<file path="config.mk">
export PLATFORM = sky130hd
export DESIGN_NAME = reset_gen_sync
export DESIGN_NICKNAME = d
export VERILOG_FILES = /design/src/rtl/reset_gen_pkg.sv /design/src/rtl/reset_sync_chain.sv /design/src/rtl/reset_gen_sync.sv
export SDC_FILE = /design/constraint.sdc
export NUM_CORES = 1
export LEC_CHECK = 0
export ABC_AREA = 1
export CAP_MARGIN = 10
export CORE_UTILIZATION = 47
export DETAILED_ROUTE_END_ITERATION = 10
export GPL_TIMING_DRIVEN = 0
export PLACE_DENSITY = 0.68
export SLEW_MARGIN = 10
export SYNTH_ARGS = -nofsm -noshare
export SYNTH_HDL_FRONTEND = slang
export SYNTH_SLANG_ARGS = --single-unit
</file>
<file path="constraint.sdc">
create_clock -name clk -period 1.27 [get_ports clk]
set_input_delay 0.1905 -clock clk [delete_from_list [all_inputs] [get_ports clk]]
set_output_delay 0.1905 -clock clk [all_outputs]
set_load 0.01 [all_outputs]
</file>
<file path="src/rtl/reset_gen_pkg.sv">
// reset_gen_pkg
// Shared definitions for the reset generator: FSM state encoding and the
// reset-cause encoding reported on rst_cause.
package reset_gen_pkg;

  typedef enum logic [1:0] {
    S_ASSERT = 2'd0,  // waiting for the synchronizer chain to fill
    S_HOLD   = 2'd1,  // counting out the hold period, reset_n still low
    S_RUN    = 2'd2   // reset released
  } state_t;

  localparam logic CAUSE_HW = 1'b0;
  localparam logic CAUSE_SW = 1'b1;

endpackage

</file>
<file path="src/rtl/reset_sync_chain.sv">
// reset_sync_chain
// Shifts a constant 1 through SYNC_STAGES flops so that the release of the
// asynchronous reset reaches the FSM only after it has been resynchronized
// to clk. All stages clear asynchronously while reset is high.
// Ports:
//   clk     - clock
//   reset   - asynchronous, active-high reset
//   sync_ok - last chain stage; 1 once reset has been released and synced
module reset_sync_chain #(
  parameter int SYNC_STAGES = 2
) (
  input  logic clk,
  input  logic reset,
  output logic sync_ok
);

  logic [SYNC_STAGES-1:0] chain_q;
  logic [SYNC_STAGES-1:0] chain_d;

  generate
    for (genvar gi = 0; gi < SYNC_STAGES; gi++) begin : g_stage
      if (gi == 0) begin : g_first
        assign chain_d[gi] = 1'b1;
      end else begin : g_rest
        assign chain_d[gi] = chain_q[gi-1];
      end
    end
  endgenerate

  always_ff @(posedge clk or posedge reset) begin
    if (reset) begin
      chain_q <= '0;
    end else begin
      chain_q <= chain_d;
    end
  end

  assign sync_ok = chain_q[SYNC_STAGES-1];

endmodule

</file>
<file path="src/rtl/reset_gen_sync.sv">
// reset_gen_sync
// Generates the synchronous active-low reset_n for the datapath registers.
// reset_n drops asynchronously with the board reset and rises synchronously
// to clk after the synchronizer chain plus HOLD_CYCLES cycles. A software
// request re-asserts reset_n for exactly HOLD_CYCLES cycles.
// Ports:
//   clk        - clock for all flops
//   reset      - asynchronous, active-high board reset
//   sw_rst_req - software reset request, sampled each rising edge
//   reset_n    - registered active-low reset for downstream logic
//   rst_active - registered, equals ~reset_n
//   rst_done   - one-cycle pulse following the edge where reset_n rises
//   rst_cause  - cause of the last reset (0 = hardware, 1 = software)
module reset_gen_sync #(
  parameter int SYNC_STAGES = 2,
  parameter int HOLD_CYCLES = 16
) (
  input  logic clk,
  input  logic reset,
  input  logic sw_rst_req,
  output logic reset_n,
  output logic rst_active,
  output logic rst_done,
  output logic rst_cause
);

  import reset_gen_pkg::*;

  localparam int CNT_W = $clog2(HOLD_CYCLES + 1);
  localparam logic [CNT_W-1:0] CNT_LAST = CNT_W'(HOLD_CYCLES - 1);
  localparam logic [CNT_W-1:0] CNT_ONE  = CNT_W'(1);

  logic sync_ok;

  state_t           state_q, state_d;
  logic [CNT_W-1:0] cnt_q, cnt_d;
  logic             reset_n_q, reset_n_d;
  logic             rst_active_q, rst_active_d;
  logic             rst_done_q, rst_done_d;
  logic             rst_cause_q, rst_cause_d;

  reset_sync_chain #(
    .SYNC_STAGES(SYNC_STAGES)
  ) u_sync (
    .clk    (clk),
    .reset  (reset),
    .sync_ok(sync_ok)
  );

  always_comb begin
    state_d     = state_q;
    cnt_d       = cnt_q;
    reset_n_d   = reset_n_q;
    rst_done_d  = 1'b0;
    rst_cause_d = rst_cause_q;

    case (state_q)
      S_ASSERT: begin
        // Software requests are ignored here: hardware reset is in charge.
        reset_n_d = 1'b0;
        if (sync_ok) begin
          state_d = S_HOLD;
          cnt_d   = '0;
        end
      end
      S_HOLD: begin
        reset_n_d = 1'b0;
        // A new request restarts the hold even on the completing edge.
        if (sw_rst_req) begin
          cnt_d       = '0;
          rst_cause_d = CAUSE_SW;
        end else if (cnt_q == CNT_LAST) begin
          state_d    = S_RUN;
          cnt_d      = '0;
          reset_n_d  = 1'b1;
          rst_done_d = 1'b1;
        end else begin
          cnt_d = cnt_q + CNT_ONE;
        end
      end
      S_RUN: begin
        reset_n_d = 1'b1;
        if (sw_rst_req) begin
          state_d     = S_HOLD;
          cnt_d       = '0;
          reset_n_d   = 1'b0;
          rst_cause_d = CAUSE_SW;
        end
      end
      default: begin
        state_d   = S_ASSERT;
        cnt_d     = '0;
        reset_n_d = 1'b0;
      end
    endcase

    // Registered copy of the inverse so rst_active has no comb path.
    rst_active_d = ~reset_n_d;
  end

  always_ff @(posedge clk or posedge reset) begin
    if (reset) begin
      state_q      <= S_ASSERT;
      cnt_q        <= '0;
      reset_n_q    <= 1'b0;
      rst_active_q <= 1'b1;
      rst_done_q   <= 1'b0;
      rst_cause_q  <= CAUSE_HW;
    end else begin
      state_q      <= state_d;
      cnt_q        <= cnt_d;
      reset_n_q    <= reset_n_d;
      rst_active_q <= rst_active_d;
      rst_done_q   <= rst_done_d;
      rst_cause_q  <= rst_cause_d;
    end
  end

  assign reset_n    = reset_n_q;
  assign rst_active = rst_active_q;
  assign rst_done   = rst_done_q;
  assign rst_cause  = rst_cause_q;

endmodule

</file>
# --- Word level (Yosys, flattened, before mapping) ---
# Cells that the tools add are included.
totals:
  register_bits: 13
  elab_cells: 36
classes:
  reduce_logical: 5
  n_mux: 15
  addsub: 1
  eq_ne: 7
  n_bitwise: 1
op_table:
  columns: ["op", "n"]
  rows:
  - ["5-bit two-way mux", 4]
  - ["5-bit one-hot mux with 3 select lines", 1]
  - ["2-bit two-way mux", 4]
  - ["2-bit != test, second input constant", 3]
  - ["2-bit one-hot mux with 3 select lines", 1]
  - ["5-bit by 1-bit adder with 5-bit output, second input constant", 1]
  - ["5-bit by 4-bit equality test with 1-bit output, second input constant", 1]
  - ["1-bit two-way mux", 4]
  - ["2-bit AND reduction", 2]
  - ["4-bit AND reduction", 1]
  - ["2-bit by 1-bit equality test with 1-bit output, second input constant", 1]
  - ["2-bit equality test, second input constant", 1]
  - ["2-bit logical NOT", 1]
  - ["2-bit by 1-bit != test with 1-bit output, second input constant", 1]
  - ["1-bit one-hot mux with 2 select lines", 1]
  - ["2-bit OR reduction", 1]
  - ["1-bit NOT", 1]

# --- Logic depth before layout (Yosys ltp) ---
# Gate-level depths: netlist (run 1).
depth:
  depth_word: 5
  mapped_depth: 8

# --- Cells and area by module ---
# A second synthesis (run 1) with hierarchy kept.
hier_totals:
  hier_cells: 83
  hier_area_um2: 704.4
modules_own_cells:
  columns: ["module", "cells_each", "n_inst", "area_each_um2"]
  rows:
  - ["reset_gen_sync", 79, 1, 646.9]
  - ["reset_sync_chain", 4, 1, 57.6]

# --- Worst setup path after synthesis (run 1) ---
# OpenSTA, ideal clock, no wires.
synth_timing:
  path_kind: "register -> register"
  from: "register state_q[0]"
  to: "register state_q[0]"
  stages_incl_launch_ff: 9
  n_path_buf: 0
  slack_ns: 0.070
  setup_ns: 0.117
  arrival_time_ns: 1.082
  cell_sequence: "dfrtp_1 > inv_1 > ha_1 > nand2_1 > nand3_1 > inv_1 > nand2_1 > nand3_1 > nand2_1"
synth_between:
  elab_chain_len: 3
  elab_cells_between_ends: 9
  cone_classes: "eq/ne: 6; mux: 1; reduce/logical: 2"
synth_rtl:
  columns: ["item", "line_no", "text"]
  rows:
  - ["from (decl)", "reset_gen_sync.sv:35", "state_t state_q, state_d;"]
  - ["from (signal assigned)", "reset_gen_sync.sv:110", "state_q <= state_d;"]
  - ["2-bit by 1-bit equality test with 1-bit output, or another cell as far along", "reset_gen_sync.sv:57", "case (state_q)"]
  - ["2-bit != test (no source line) or 2-bit by 1-bit != test with 1-bit output (tied branches)", null, null]
  - ["4-bit AND reduction (no source line)", null, null]
# Several ways; a longest one is shown, not always the timed one.
# A chain may end at the register's enable or synchronous reset.

# --- Final worst setup path (run 1) ---
layout_timing:
  from: "register state_q[1]"
  to: "register state_q[0]"
# Same word-level chain as after synthesis.

==> run metrics, run 1 <==
CP Max Fanout=5; Area Growth Syn to Fin=30.6%; Crit Path Category=flip-flop to flip-flop; Root Driver=clkbuf_4; gr usage total=16.8%; ANT nets after route=0; Synth area leader=dfrtp_1; die area=1590 sq um; sw frac=a little over a third; # diodes=0; core area=1320 sq um; DR iter-0 viols=17; max_cap viols=0; R2R cell count=8; drt first pass iters=4; Int Pwr=0.782 mW; r2r endpoint=state_q[0]; Max clock buf depth=2; Boundary Pins=7; R2R Setup Slk=0.02 ns; Worst EP arrival=1.41 ns; number of global-route vias before repair=approximately 410; post-synthesis async set-or-reset flop share=100%; Die H=39.9 um; Comb pwr share=38.8%; row cnt=13; cts hold-fix bufs=0; Reg2Reg Launch Point=state_q[1]; Power Dens Cells=1380 nW/um^2; Clock power frac=20.8%; IO Port Bufs=6; worst hold path class=input pin to asynchronous set/reset pin; Yosys warnings=0; CP startpoint kind=flip-flop; clock latency on the worst-skew pair=0.27 ns; CTS tree=built; DIE WIDTH=39.9 um; average size of a mapped cell=8.43 sq um; CTS Sinks=13; Cell Area, Synth=a little under 700 sq um; Final Setup Violations=0; top-area cell type share of the netlist area=44.5%; unrepaired setup endpoints after global routing=true; Final Core Density=between 60% and 70%; most frequent cell after synthesis=nand2_1; routed length per instance=11.2 um; Yosys reg bits=13; grt total ovfl=0; Cells after Synth=80; Area after DPL=753 sq um; hold_ws=0.234 ns; GPL Wtd Cong=0.783; final WL=1220 um; post-route minimum period=1.25 ns; Via density=4.90; Reg power frac=40.5%; DRC Markers=0; Syn Nets=88; share of cells above drive strength 1=about 29%; total number of vias=between 500 and 600; Hold Fails Final Rpt=0; status=finished, final reports clean; Post-synth EDFFs=0; Overall Power=between 1 and 1.5 mW; final slew viol count=0; Peak Freq=approximately 800 MHz; Layout Nets=103; Max VDD drop=0.908 mV; clock transition at the registers of the reported paths=approximately 0.08 ns; Worst Setup End Kind=flip-flop; final instance area=881 sq um; WP data required=1.43 ns; largest net degree at the start of global routing=14; fin crit share=98.6%; first-pass GRT wire length=1720 um; top post-synthesis cells by area=dfrtp_1, nand2_1, ha_1, inv_1, nand3_1; sequential area share after synthesis=48.4%; Switch Pwr=0.438 mW; Post-synth top cells=nand2_1, inv_1, dfrtp_1; Top FF cell, synth=dfrtp_1; initial antenna violation count=0; Initial Util=between 50% and 60%; Worst Clk Skew=0.000680 ns; Final HPWL DP=829 um; H-tree depth=1; leak pwr=0.452 nW; count of cell types in the netlist=17; Inserted Clock Buffers=3
[kinds of logic after synthesis]
logic type,share of synthesized area [%]
simple gates,29.5
buf+inv,8.91
flops,48.4
fa+ha+maj,9.28
compound gates,3.34
other cells,0.556
[worst max-delay path by stage]
stage                          start  slack [ns]         end  cells past startpoint
final                     state_q[1]        0.02  state_q[0]                      8
after global placement    sw_rst_req       -0.09  state_q[1]                      8
after detailed placement  sw_rst_req       -0.11  state_q[1]                      8
after floorplan           state_q[0]        0.07  state_q[0]                      8
after CTS                   cnt_q[0]       0.007  state_q[1]                      6
after global routing      state_q[1]       -0.05  state_q[0]                      8
[stage by stage]
stage | std cells | setup TNS (ns) | worst slack [ns]
3_3_place_gp | 101 | -0.245 | -0.0904
5_1_grt | 109 | -0.0541 | -0.0509
2_1_floorplan | 80 | 0 | 0.0705
3_5_place_dp | 101 | -0.325 | -0.115
6_report | 109 | 0 | 0.0177
4_1_cts | 108 | 0 | 0.00720
[registers in the layout, indices dropped and copies added, names as in the netlist]
signal,flops
cnt_q,5
rst_active,1
u_sync.chain_q,2
rst_done,1
state_q,2
reset_n,1
rst_cause,1
[power by group through the flow]
stage	clock [mW]	combinational, mW	sequential, mW
2_1_floorplan	0	0.236	0.491
3_3_place_gp	0	0.293	0.498
3_5_place_dp	0	0.300	0.500
4_1_cts	0.263	0.381	0.482
5_1_grt	0.286	0.521	0.499
6_report	0.253	0.473	0.494
[metal layers]
metal	global-route usage [%]	wire length (um)	vias to the layer above
met5	0	0	-
met4	7.76	10	0
met3	5.11	44	2
met2	22.2	576	12
met1	24.0	585	239
li1	-	-	281
[critical path, cell delays in order, from the launching register on]
cell and delay [ns]:
dfrtp_1 0.41, inv_2 0.09, ha_4 0.17, nand2_4 0.10, nand2_4 0.08, inv_4 0.06, nand2_1 0.07, nand3_1 0.10
nand2_1 0.07
[layout make-up]
class	count	area [sq um]
Fill cell	106	437
Multi-Input combinational cell	51	358
Sequential cell	13	327
Timing Repair Buffer	10	86.3
Inverter	16	65.1
Clock buffer	4	26.3
Tap cell	15	18.8
[timing repair]
| item | CTS | global route |
|---|---|---|
| resized for setup | 10 | 14 |
| pin swaps | 1 | 3 |
| buffers inserted | 3 | 1 |
| setup endpoints to repair | 7 | 7 |
| endpoints found under the hold margin | 0 | 0 |
[cells in the final DEF, fill, tap and decap left out, types with 2 or more instances in the layout]
cell and count:
inv_2 4, buf_4 4, nand3_1 7, nand4_1 3, clkbuf_4 3, nand3_2 2, inv_1 10, clkdlybuf4s50_1 2
ha_4 3, nand2_1 17, nor2_1 4, dfrtp_1 12, dlygate4sd2_1 3, inv_4 2, nand2_4 2, nand2_2 3
No activity file was read; power rests on OpenSTA's default activity.
==> run 2: changes to the inputs <==
Settings changed: CORE_UTILIZATION 47 to 49, PLACE_DENSITY 0.68 to 0.67.
Clock period 1.27 ns to 1.2 ns, I/O delays scaled along.
==> run metrics, run 2 (synthesized netlist as in run 1, its figures left out) <==
status=finished, final reports clean; clock transition at the registers of the reported paths=0.08 ns; most frequent cells in the layout=nand2_1, dfrtp_1, inv_1; # diodes=0; Largest register FFs=5; core area=about 1300 sq um; post-route minimum period=1.20 ns; DIE WIDTH=39.1 um; global routing's busiest layer=met2; CTS Sinks=13; Area after DPL=753 sq um; final slew viol count=0; cts hold-fix bufs=0; final worst setup slack=just under 0.002 ns; CP Max Fanout=4; Die H=approximately 39 um; Final Setup Violations=0; Worst EP arrival=1.37 ns; commonest non-fill, non-tap cell in the layout=nand2_1; Peak Freq=835 MHz; met3 Use GR=6.36%; share of cells above drive strength 1=41.8%; WP data required=1.37 ns; Via density=5.07; Area Growth Syn to Fin=44.3%; DR iter-0 viols=17; routed length per instance=13.2 um; max_cap viols=0; FILL cells=98; sw frac=37.4%; die area=1530 sq um; IO Port Bufs=6; CP startpoint kind=flip-flop; DRC Markers=0; Power Dens Cells=1500 nW/um^2; R2R Setup Slk=approximately 0.0019 ns; drt first pass iters=4; hold_ws=0.222 ns; Inserted Clock Buffers=3; largest net degree at the start of global routing=14; slew margin rel.=66.2%; Clock power frac=19.2%; CTS tree=built; Switch Pwr=0.547 mW; Worst Setup End Kind=flip-flop; grt total ovfl=0; Final HPWL DP=837 um; Biggest register=cnt_q; Crit Path Category=flip-flop to flip-flop; total number of vias=573; Comb pwr share=45.3%; row cnt=13; R2R cell count=8; Boundary Pins=7; placed cells=101; Root Driver=clkbuf_4; biggest regs=cnt_q: 5 flops, state_q: 2 flops, u_sync.chain_q: 2 flops; met2 Use GR=33.3%; Layout Nets=107; gr usage total=between 20 and 25%; Overall Power=~1.5 mW; GPL Wtd Cong=around 0.74; Max clock buf depth=2; Worst-Margin Slew=0.506 ns; Place WS=-0.159 ns; Max VDD drop=about 1.3 mV; unrepaired setup endpoints after global routing=true; clock latency on the worst-skew pair=0.28 ns; Worst Clk Skew=0.00426 ns; Initial Util=52.5%; first-pass GRT wire length=2020 um; leak pwr=0.495 nW; initial antenna violation count=0; ANT nets after route=0; GR met1 Demand/Resource=roughly a fifth; Hold Fails Final Rpt=0; Int Pwr=0.914 mW; worst hold path class=input pin to asynchronous set/reset pin; fin crit share=99.8%; final instance area=973 sq um; Final Non-Filler Cells=between 100 and 150; H-tree depth=1; final WL=1500 um; Reg power frac=35.6%; number of global-route vias before repair=540
## run 2: changes by cell type in the layout (fill, tap and decap cells not counted), sizes merged
cell           change
clkdlybuf4s15      -1
buf                +5
## run 2: area by class of cell
cell class / instances / area, sq um / share of cell area (%)
flip-flops and latches: 13 / 328 / 33.7
repair buffers: 14 / 111 / 11.4
inverters: 16 / 67.6 / 6.94
multi-input cells: 51 / 422 / 43.3
well taps: 15 / 18.8 / 1.93
clock buffers: 4 / 26.3 / 2.70
## run 2: path summary, 6_finish.rpt
path	startpoint	to
min reg2reg	u_sync.chain_q[0]	u_sync.chain_q[1]
min in group clk	u_sync.chain_q[0]	u_sync.chain_q[1]
min	reset	cnt_q[1]
max reg2reg	state_q[1]	state_q[1]
max in group asynchronous	reset	state_q[1]
max	state_q[1]	state_q[1]
## run 2: layer usage
metal	wire, um	vias to the layer above
met5	0	-
met4	29	0
met3	40	4
met2	758	8
met1	669	275
li1	-	286
## run 2: stage by stage
step	utilization (%)	setup TNS (ns)
after detailed placement	58.6	-0.720
after global routing	75.8	-0.252
after CTS	66.3	0
after global placement	58.6	-0.631
final	75.8	0
after floorplan	-	0
## run 2: power by group through the flow
| stage | Sequential (mW) | Combinational [mW] | Clock (mW) |
|---|---|---|---|
| floorplan | 0.520 | 0.250 | 0 |
| global placement | 0.529 | 0.305 | 0 |
| detailed placement | 0.532 | 0.307 | 0 |
| CTS | 0.509 | 0.467 | 0.286 |
| global route | 0.523 | 0.732 | 0.302 |
| finish | 0.520 | 0.661 | 0.280 |
## run 2: repair_timing
item                       CTS  global route
setup endpoints to repair   11             8
buffers inserted             5             3
pin swaps                    1             4
gates resized for setup     17            26
## run 2: worst max-delay path, cell delays in order (launching register included)
cell,delay [ns]
dfrtp_2,0.43
inv_4,0.06
ha_4,0.17
nand2_4,0.09
nand3_4,0.08
inv_4,0.09
nand2_4,0.06
nand3_2,0.05
nand2_1,0.05
